`src/rtl/floor_request_manager.sv`:
```
// floor_request_manager: latches hall-call presses, retires served calls, integrates motion commands into a car position, flags illegal motion.
// Latency: floor_requests/current_floor/fault update one clk after the sampling edge; has_request_above/below are combinational from registers.
// Backpressure: none, every input is sampled each cycle. Optional toggle-cancel of a pending call is enabled by defining REQ_CANCEL_EN.
module floor_request_manager #(
  parameter int NUM_FLOORS      = 10,
  parameter int FLOOR_WIDTH     = 4,
  parameter int TICKS_PER_FLOOR = 8
) (
  input  logic                   clk,
  input  logic                   reset,
  input  logic [NUM_FLOORS-1:0]  button_press,
  input  logic                   moving_up,
  input  logic                   moving_down,
  input  logic                   door_open,
  input  logic                   clear_current_request,
  output logic [FLOOR_WIDTH-1:0] current_floor,
  output logic [NUM_FLOORS-1:0]  floor_requests,
  output logic                   has_request_above,
  output logic                   has_request_below,
  output logic                   at_floor,
  output logic                   motion_fault
);

  // Travel counter only needs to reach TICKS_PER_FLOOR-1.
  localparam int CNT_W = $clog2(TICKS_PER_FLOOR);

  localparam logic [FLOOR_WIDTH-1:0] TOP_FLOOR = FLOOR_WIDTH'(NUM_FLOORS - 1);
  localparam logic [FLOOR_WIDTH-1:0] BOT_FLOOR = '0;
  localparam logic [CNT_W-1:0]       CNT_LAST  = CNT_W'(TICKS_PER_FLOOR - 1);
  localparam logic [CNT_W-1:0]       CNT_ONE   = CNT_W'(1);
  localparam logic [CNT_W-1:0]       CNT_ZERO  = '0;

  typedef enum logic [1:0] {
    IDLE        = 2'd0,
    TRAVEL_UP   = 2'd1,
    TRAVEL_DOWN = 2'd2,
    FAULT       = 2'd3
  } state_t;

  state_t                 state;
  state_t                 state_nxt;
  logic [CNT_W-1:0]       travel_cnt;
  logic [CNT_W-1:0]       cnt_nxt;
  logic [FLOOR_WIDTH-1:0] floor_nxt;
  logic                   fault_req;
  logic                   any_motion;

  logic [NUM_FLOORS-1:0]  button_prev;
  logic [NUM_FLOORS-1:0]  button_rise;
  logic [NUM_FLOORS-1:0]  cur_onehot;
  logic [NUM_FLOORS-1:0]  suppress_mask;
  logic [NUM_FLOORS-1:0]  press_ok;
  logic [NUM_FLOORS-1:0]  cancel_mask;
  logic [NUM_FLOORS-1:0]  clear_mask;
  logic [NUM_FLOORS-1:0]  requests_nxt;

  // The car is level with a floor only when parked; a faulted car is not
  // considered level even if it stopped between floors or at one.
  assign at_floor     = (state == IDLE) && (travel_cnt == CNT_ZERO);
  assign motion_fault = (state == FAULT);
  assign any_motion   = moving_up || moving_down;

  // ------------------------------------------------------------------
  // Request vector
  // ------------------------------------------------------------------

  // One-hot of the current floor, shared by suppression, cancel and clear.
  always_comb begin
    cur_onehot = NUM_FLOORS'(1) << current_floor;
  end

  // Rising-edge detect so a held button latches only once; a press at the
  // floor the car is parked at with doors open is already being served.
  always_comb begin
    button_rise   = button_press & ~button_prev;
    suppress_mask = (at_floor && door_open) ? cur_onehot : '0;
    press_ok      = button_rise & ~suppress_mask;
  end

`ifdef REQ_CANCEL_EN
  // A new press on an already-pending call (not the current floor) withdraws it.
  always_comb begin
    cancel_mask = press_ok & floor_requests & ~cur_onehot;
  end
`else
  // Re-pressing a pending call is harmless: it simply stays pending.
  always_comb begin
    cancel_mask = '0;
  end
`endif

  // Clear is applied last so it wins over a same-cycle press of that floor.
  always_comb begin
    clear_mask   = clear_current_request ? cur_onehot : '0;
    requests_nxt = (floor_requests | press_ok) & ~cancel_mask & ~clear_mask;
  end

  // Button history and pending-request registers.
  always_ff @(posedge clk or posedge reset) begin
    if (reset) begin
      button_prev    <= '0;
      floor_requests <= '0;
    end else begin
      button_prev    <= button_press;
      floor_requests <= requests_nxt;
    end
  end

  // Direction hints for the controller, straight from the registered state.
  always_comb begin
    has_request_above = 1'b0;
    has_request_below = 1'b0;
    for (int i = 0; i < NUM_FLOORS; i++) begin
      if (floor_requests[i] && (i > int'(current_floor))) has_request_above = 1'b1;
      if (floor_requests[i] && (i < int'(current_floor))) has_request_below = 1'b1;
    end
  end

  // ------------------------------------------------------------------
  // Position tracking
  // ------------------------------------------------------------------

  // Illegal motion: contradictory commands, running off either end of the
  // shaft from rest, or moving with the doors open. Sticky once entered.
  always_comb begin
    fault_req = 1'b0;
    if (state != FAULT) begin
      if (moving_up && moving_down) begin
        fault_req = 1'b1;
      end
      if (any_motion && door_open) begin
        fault_req = 1'b1;
      end
      if ((state == IDLE) && moving_up && (current_floor == TOP_FLOOR)) begin
        fault_req = 1'b1;
      end
      if ((state == IDLE) && moving_down && (current_floor == BOT_FLOOR)) begin
        fault_req = 1'b1;
      end
    end
  end

  // Next-state: the counter measures progress away from the last floor in
  // the direction of travel; opposite motion winds it back toward zero.
  always_comb begin
    state_nxt = state;
    cnt_nxt   = travel_cnt;
    floor_nxt = current_floor;
    unique case (state)
      IDLE: begin
        if (moving_up && !moving_down) begin
          state_nxt = TRAVEL_UP;
          cnt_nxt   = CNT_ONE;
        end else if (moving_down && !moving_up) begin
          state_nxt = TRAVEL_DOWN;
          cnt_nxt   = CNT_ONE;
        end
      end
      TRAVEL_UP: begin
        if (moving_up) begin
          if (travel_cnt == CNT_LAST) begin
            floor_nxt = current_floor + 1'b1;
            cnt_nxt   = CNT_ZERO;
            state_nxt = IDLE;
          end else begin
            cnt_nxt = travel_cnt + 1'b1;
          end
        end else if (moving_down) begin
          if (travel_cnt == CNT_ONE) begin
            cnt_nxt   = CNT_ZERO;
            state_nxt = IDLE;
          end else begin
            cnt_nxt = travel_cnt - 1'b1;
          end
        end
      end
      TRAVEL_DOWN: begin
        if (moving_down) begin
          if (travel_cnt == CNT_LAST) begin
            floor_nxt = current_floor - 1'b1;
            cnt_nxt   = CNT_ZERO;
            state_nxt = IDLE;
          end else begin
            cnt_nxt = travel_cnt + 1'b1;
          end
        end else if (moving_up) begin
          if (travel_cnt == CNT_ONE) begin
            cnt_nxt   = CNT_ZERO;
            state_nxt = IDLE;
          end else begin
            cnt_nxt = travel_cnt - 1'b1;
          end
        end
      end
      FAULT: begin
        state_nxt = FAULT;
      end
      default: begin
        state_nxt = IDLE;
      end
    endcase
    // Fault freezes position exactly where the illegal command arrived.
    if (fault_req) begin
      state_nxt = FAULT;
      cnt_nxt   = travel_cnt;
      floor_nxt = current_floor;
    end
  end

  // Position state registers; reset parks the car at the bottom floor.
  always_ff @(posedge clk or posedge reset) begin
    if (reset) begin
      state         <= IDLE;
      travel_cnt    <= CNT_ZERO;
      current_floor <= '0;
    end else begin
      state         <= state_nxt;
      travel_cnt    <= cnt_nxt;
      current_floor <= floor_nxt;
    end
  end

endmodule
```
`config.mk`:
```
export PLATFORM = sky130hd
export DESIGN_NAME = floor_request_manager
export DESIGN_NICKNAME = d
export VERILOG_FILES = /design/src/rtl/floor_request_manager.sv
export SDC_FILE = /design/constraint.sdc
export NUM_CORES = 1
export LEC_CHECK = 0
export BUFFER_PORTS_ARGS = -buffer_cell sky130_fd_sc_hd__buf_2
export CAP_MARGIN = 20
export CORE_UTILIZATION = 30
export CTS_BUF_LIST = sky130_fd_sc_hd__clkbuf_8
export CTS_CLUSTER_DIAMETER = 40
export CTS_CLUSTER_SIZE = 14
export DETAILED_ROUTE_END_ITERATION = 16
export HOLD_SLACK_MARGIN = 0.06
export PLACE_DENSITY = 0.5
export SLEW_MARGIN = 20
export SYNTH_ARGS = -nofsm -noshare
export SYNTH_HDL_FRONTEND = slang
export SYNTH_SLANG_ARGS = --single-unit
export TNS_END_PERCENT = 50
```
`constraint.sdc`:
```
create_clock -name clk -period 5.9 [get_ports clk]
set_clock_uncertainty 0.05 [all_clocks]
set_input_delay 1.18 -clock clk [delete_from_list [all_inputs] [get_ports clk]]
set_output_delay 1.18 -clock clk [all_outputs]
set_load 0.02 [all_outputs]
```
; Word-level counts from Yosys, hierarchy flattened
; Cells that the tools add are included.
; Widths: inputs -> output; s select.
[classes]
addsub = 4
n_lt_le_gt_ge = 19
n_eq_ne = 17
shifts = 1
mux = 50
n_bitwise = 8
reduce_logical = 40
[ops]
columns = cell, n
row1 = $and 10x10->10, 3
row2 = $not 10->10, 3
row3 = $logic_and 1x1->1, 29
row4 = $mux 1, 24
row5 = $mux 3, 8
row6 = $mux 10, 2
row7 = $mux 2, 9
row8 = $gt 3x4->1 const A, 4
row9 = $lt 3x4->1 const A, 4
row10 = $mux 4, 4
row11 = $ne 2x2->1 const B, 5
row12 = $or 10x10->10, 1
row13 = $shl 1x4->10 const A, 1
row14 = $pmux 3 s3, 1
row15 = $gt 2x4->1 const A, 2
row16 = $gt 4x4->1 const A, 2
row17 = $lt 1x4->1 const A, 2
row18 = $lt 2x4->1 const A, 2
row19 = $lt 4x4->1 const A, 2
row20 = $ne 4x4->1 const B, 2
row21 = $pmux 2 s4, 1
row22 = $pmux 4 s2, 1
row23 = $ne 3x3->1 const B, 2
row24 = $reduce_and 6->1, 1
row25 = 22 further kinds, 24
[totals]
regBits = 29
out_inout_bits = 18
word_cells = 144

; Depth between registers and ports, before layout
[depth]
ltp_word = 12
depth_mapped = 8
ltp_nobuf = 7

; Worst setup path after synthesis
; OpenSTA, ideal clock, no wires.
[synth_path]
path_type = register to output
start = reg current_floor[1]
end = out has_request_below
arrival_time_ns = 1.862
required_ns = 4.670
slack_ns = 2.808
path_stages_with_launch = 8
path_buffers = 0
cell_sequence = dfrtp_1 inv_2 ha_1 nor2b_1 a2111oi_2 nand2_1 a222oi_1 nand2_1
[synth_via]
elab_chain_len = 12
word_cells_on_any_way = 30
cone_classes = 10 x order compare / 10 x mux / 10 x reduce/logical
[synth_lines]
columns = item, line
row1 = start: declaration, 16  ; output logic [FLOOR_WIDTH-1:0] current_floor,
row2 = start signal: assignment, 219  ; current_floor <= floor_nxt;
row3 = $lt 1x4->1, 115  ; if (floor_requests[i] && (i < int'(current_floor))) has_request_below = 1'b1;
row4 = $logic_and 1x1->1, 115
row5 = $mux 1 (9 in series), 115
row6 = $mux 1 *, 115
row7 = end: declaration, 19  ; output logic has_request_below,
; Mark *: on every way between the ends. The rest lies on a longest branch, timed or not.

; Worst setup path in the final report
[layout_path]
start = reg current_floor[0]
end = out has_request_below
; The elaborated chain is that of the path after synthesis.

==> summary.txt <==
total power draw: 1.07 mW
sequential share of the synthesized area: 38.5%
synthesized area per cell: 9.83 sq um
Post-DP Area: 2130 sq um
routed vias/inst: 4.87
Leak Pwr: 1.03 nW
status: completed
Ys Warns: 0
achievable frequency: 0.284 GHz
Final Instance Area: 2210 sq um
Max Cap Viol: 0
GRT overflow: 0
number of core rows: 28
Residual DRC: 0
crit path kind: flop to output port
Worst-Margin Slew: 0.551 ns
H-tree depth: 2
minimum clock period: 3.52 ns
Inserted Diodes: 0
final hold vios: 0
period utilisation layout: 59.6%
worst hold slack: 0.469 ns
layout net count: 267
Synth area leader: dfrtp_1
synthesized net count: 230
post-route setup TNS: 0 ns
CTS Hold Bufs: 0
Initial Util: 31.5%
vias in the first global route: 1,517
WP data arrival: 2.29 ns
Max VDD drop: 0.192 mV
unrepaired setup endpoints after global routing: no
die area: 6610 sq um
top_reg_cell synth: dfrtp_1
top-count cell post-synth: dfrtp_1
Worst setup EP type: output port
placer congestion estimate: 0.827
initial antenna violation count: 0
clock buffer count from CTS: 5
CP startpoint kind: flop
Hold Crit Start: travel_cnt[1]$_DFFE_PP0P_
FF/Latch Area: 726 sq um
Slew HR: 63.3%
deepest clock path buffer count: 2
initial DRC count: 66
insertion delay to the later sink of the worst-skew pair: 0.28 ns
# setup viols final: 0
ranking of synthesized cells by area: dfrtp_1 38%, ha_1 15%, inv_1 5.2%, a21oi_1 4.2%, a31oi_1 3.6%
CP max FO: 8
Multi-input gate area: 1040 sq um
asr flop ratio synth: 100%
Reg-to-Reg Start: state[0]$_DFFE_PP0P_
Port Buffers: 33
Syn-to-layout area delta: 17.2%
core area: 5990 sq um
DP HPWL: 3.48 mm
Pre-Repair DR Iteration Count: 4
Power Density: 483 nW/um^2
Pins Over Slew Limit: 0
number of fill cells in the layout: 638
Hold WC Path Type: flop to flop
cells after synthesis: 192
IO Count: 34
commonest cells in the netlist: 29 x dfrtp_1, 26 x inv_1, 22 x ha_1, 16 x a21oi_1, 13 x nand2_1
CTS tree: yes
Worst-path clk slew: 0.07 ns
R2R cell count: 6
CP Capture Point: has_request_below
Die Width: 81.3 microns
ANT nets after route: 0
Crit. Startpoint: current_floor[0]$_DFFE_PP0P_
Yosys cell types: 47
Resize count post-CTS: 0
r2r setup slk: 3.90 ns
DRT Wirelength: 4.60 mm
capturing point of the worst reg2reg path: travel_cnt[2]$_DFFE_PP0P_
CTS sink cnt: 29
gr usage total: 15.6%
Via Count: 1,486
Yosys reg bits: 29
setup bufs post-CTS: 0
fraction of layout cells with a size suffix above 1: 23.9%
Avg WL per Cell: 15.1 microns
first-pass GRT wire length: 7.67 mm
Root Driver: clkbuf_8
count of flip-flops with a built-in enable after synthesis: 0
Syn Std Cell Area: 1890 sq um
height of the die: 81.3 microns
Critical Path RT: 4.67 ns
largest net degree at the start of global routing: 30
Synth top area share: 38.5%
power by group:
| part | leakage [nW] | switching [mW] | total, mW | internal [mW] |
|---|---|---|---|---|
| combinational | 0.668 | 0.337 | 0.553 | 0.216 |
| sequential | 0.316 | 0.0978 | 0.356 | 0.258 |
| clock | 0.0491 | 0.0802 | 0.160 | 0.0799 |
| total | 1.03 | 0.515 | 1.07 | 0.554 |
through the flow:
stage,utilization (%),setup slack [ns],std cells
after CTS,36.9,2.38,305
after global routing,36.9,2.17,305
after global placement,35.5,2.73,297
after floorplan,-,2.81,192
final,36.9,2.38,305
after detailed placement,35.5,2.70,297
placed cells by master (no fill, tap or decap), drive strengths merged, types with 3 or more instances in the layout:
cell / Yosys / routed
a31oi: 12 / 12
a21oi: 17 / 17
nor3: 3 / 3
nor2: 5 / 5
a22oi: 3 / 3
o21ai: 8 / 8
inv: 27 / 28
nand2: 13 / 13
mux2i: 3 / 3
nand4: 3 / 3
o21bai: 9 / 9
clkbuf: 1 / 5
xnor2: 3 / 3
ha: 22 / 22
nor2b: 3 / 3
nand2b: 4 / 4
dfrtp: 29 / 29
buf: 3 / 34
routing by layer:
metal | track usage (%) | vias up | wire [microns]
met4 | 4.29 | 0 | 46
met1 | 19.4 | 698 | 2140
met5 | 0 | - | 0
li1 | - | 750 | -
met2 | 26.7 | 30 | 2200
met3 | 3.48 | 8 | 203
area by class of cell:
cell class                      instances  share of cell area [%]
Clock buffer                            5                    3.11
Clock inverter                          3                   0.622
Inverter                               27                    4.58
Multi-Input combinational cell        132                    46.8
Sequential cell                        29                    32.8
Tap cell                               75                    4.24
Timing Repair Buffer                   34                    7.81
critical path: stages, from the launching register on:
cell       delay, ns
dfrtp_1         0.46
inv_1           0.15
ha_1            0.32
nor2b_1         0.10
a2111oi_2       0.32
nand2_1         0.08
a222oi_1        0.32
nand2_1         0.08
buf_2           0.17
sequential cells by signal (all words and copies together), names as in the netlist:
register        cells
current_floor       4
floor_requests     10
button_prev        10
state               2
travel_cnt          3
worst min path at each step:
stage / to / slack, ns / depth (start not counted)
final: travel_cnt[1]$_DFFE_PP0P_ / 0.47 / 2
after global routing: travel_cnt[1]$_DFFE_PP0P_ / 0.51 / 2
after CTS: travel_cnt[1]$_DFFE_PP0P_ / 0.47 / 2
after detailed placement: travel_cnt[1]$_DFFE_PP0P_ / 0.46 / 2
after global placement: travel_cnt[1]$_DFFE_PP0P_ / 0.45 / 2
after floorplan: travel_cnt[1]$_DFFE_PP0P_ / 0.42 / 2
logic make-up (layout without fill, tap and decap cells):
family,after synthesis,after routing,synth area share [%]
AND/OR/NAND/NOR,39,39,12.7
XOR/XNOR,3,3,1.39
multiplexers,5,5,2.79
buffers and inverters,31,69,6.63
flip-flops,29,29,38.5
AO/OA/AOI/OAI,63,63,23.4
adder cells (fa/ha/maj),22,22,14.6
Note: power is estimated with default switching activity, not from simulation.
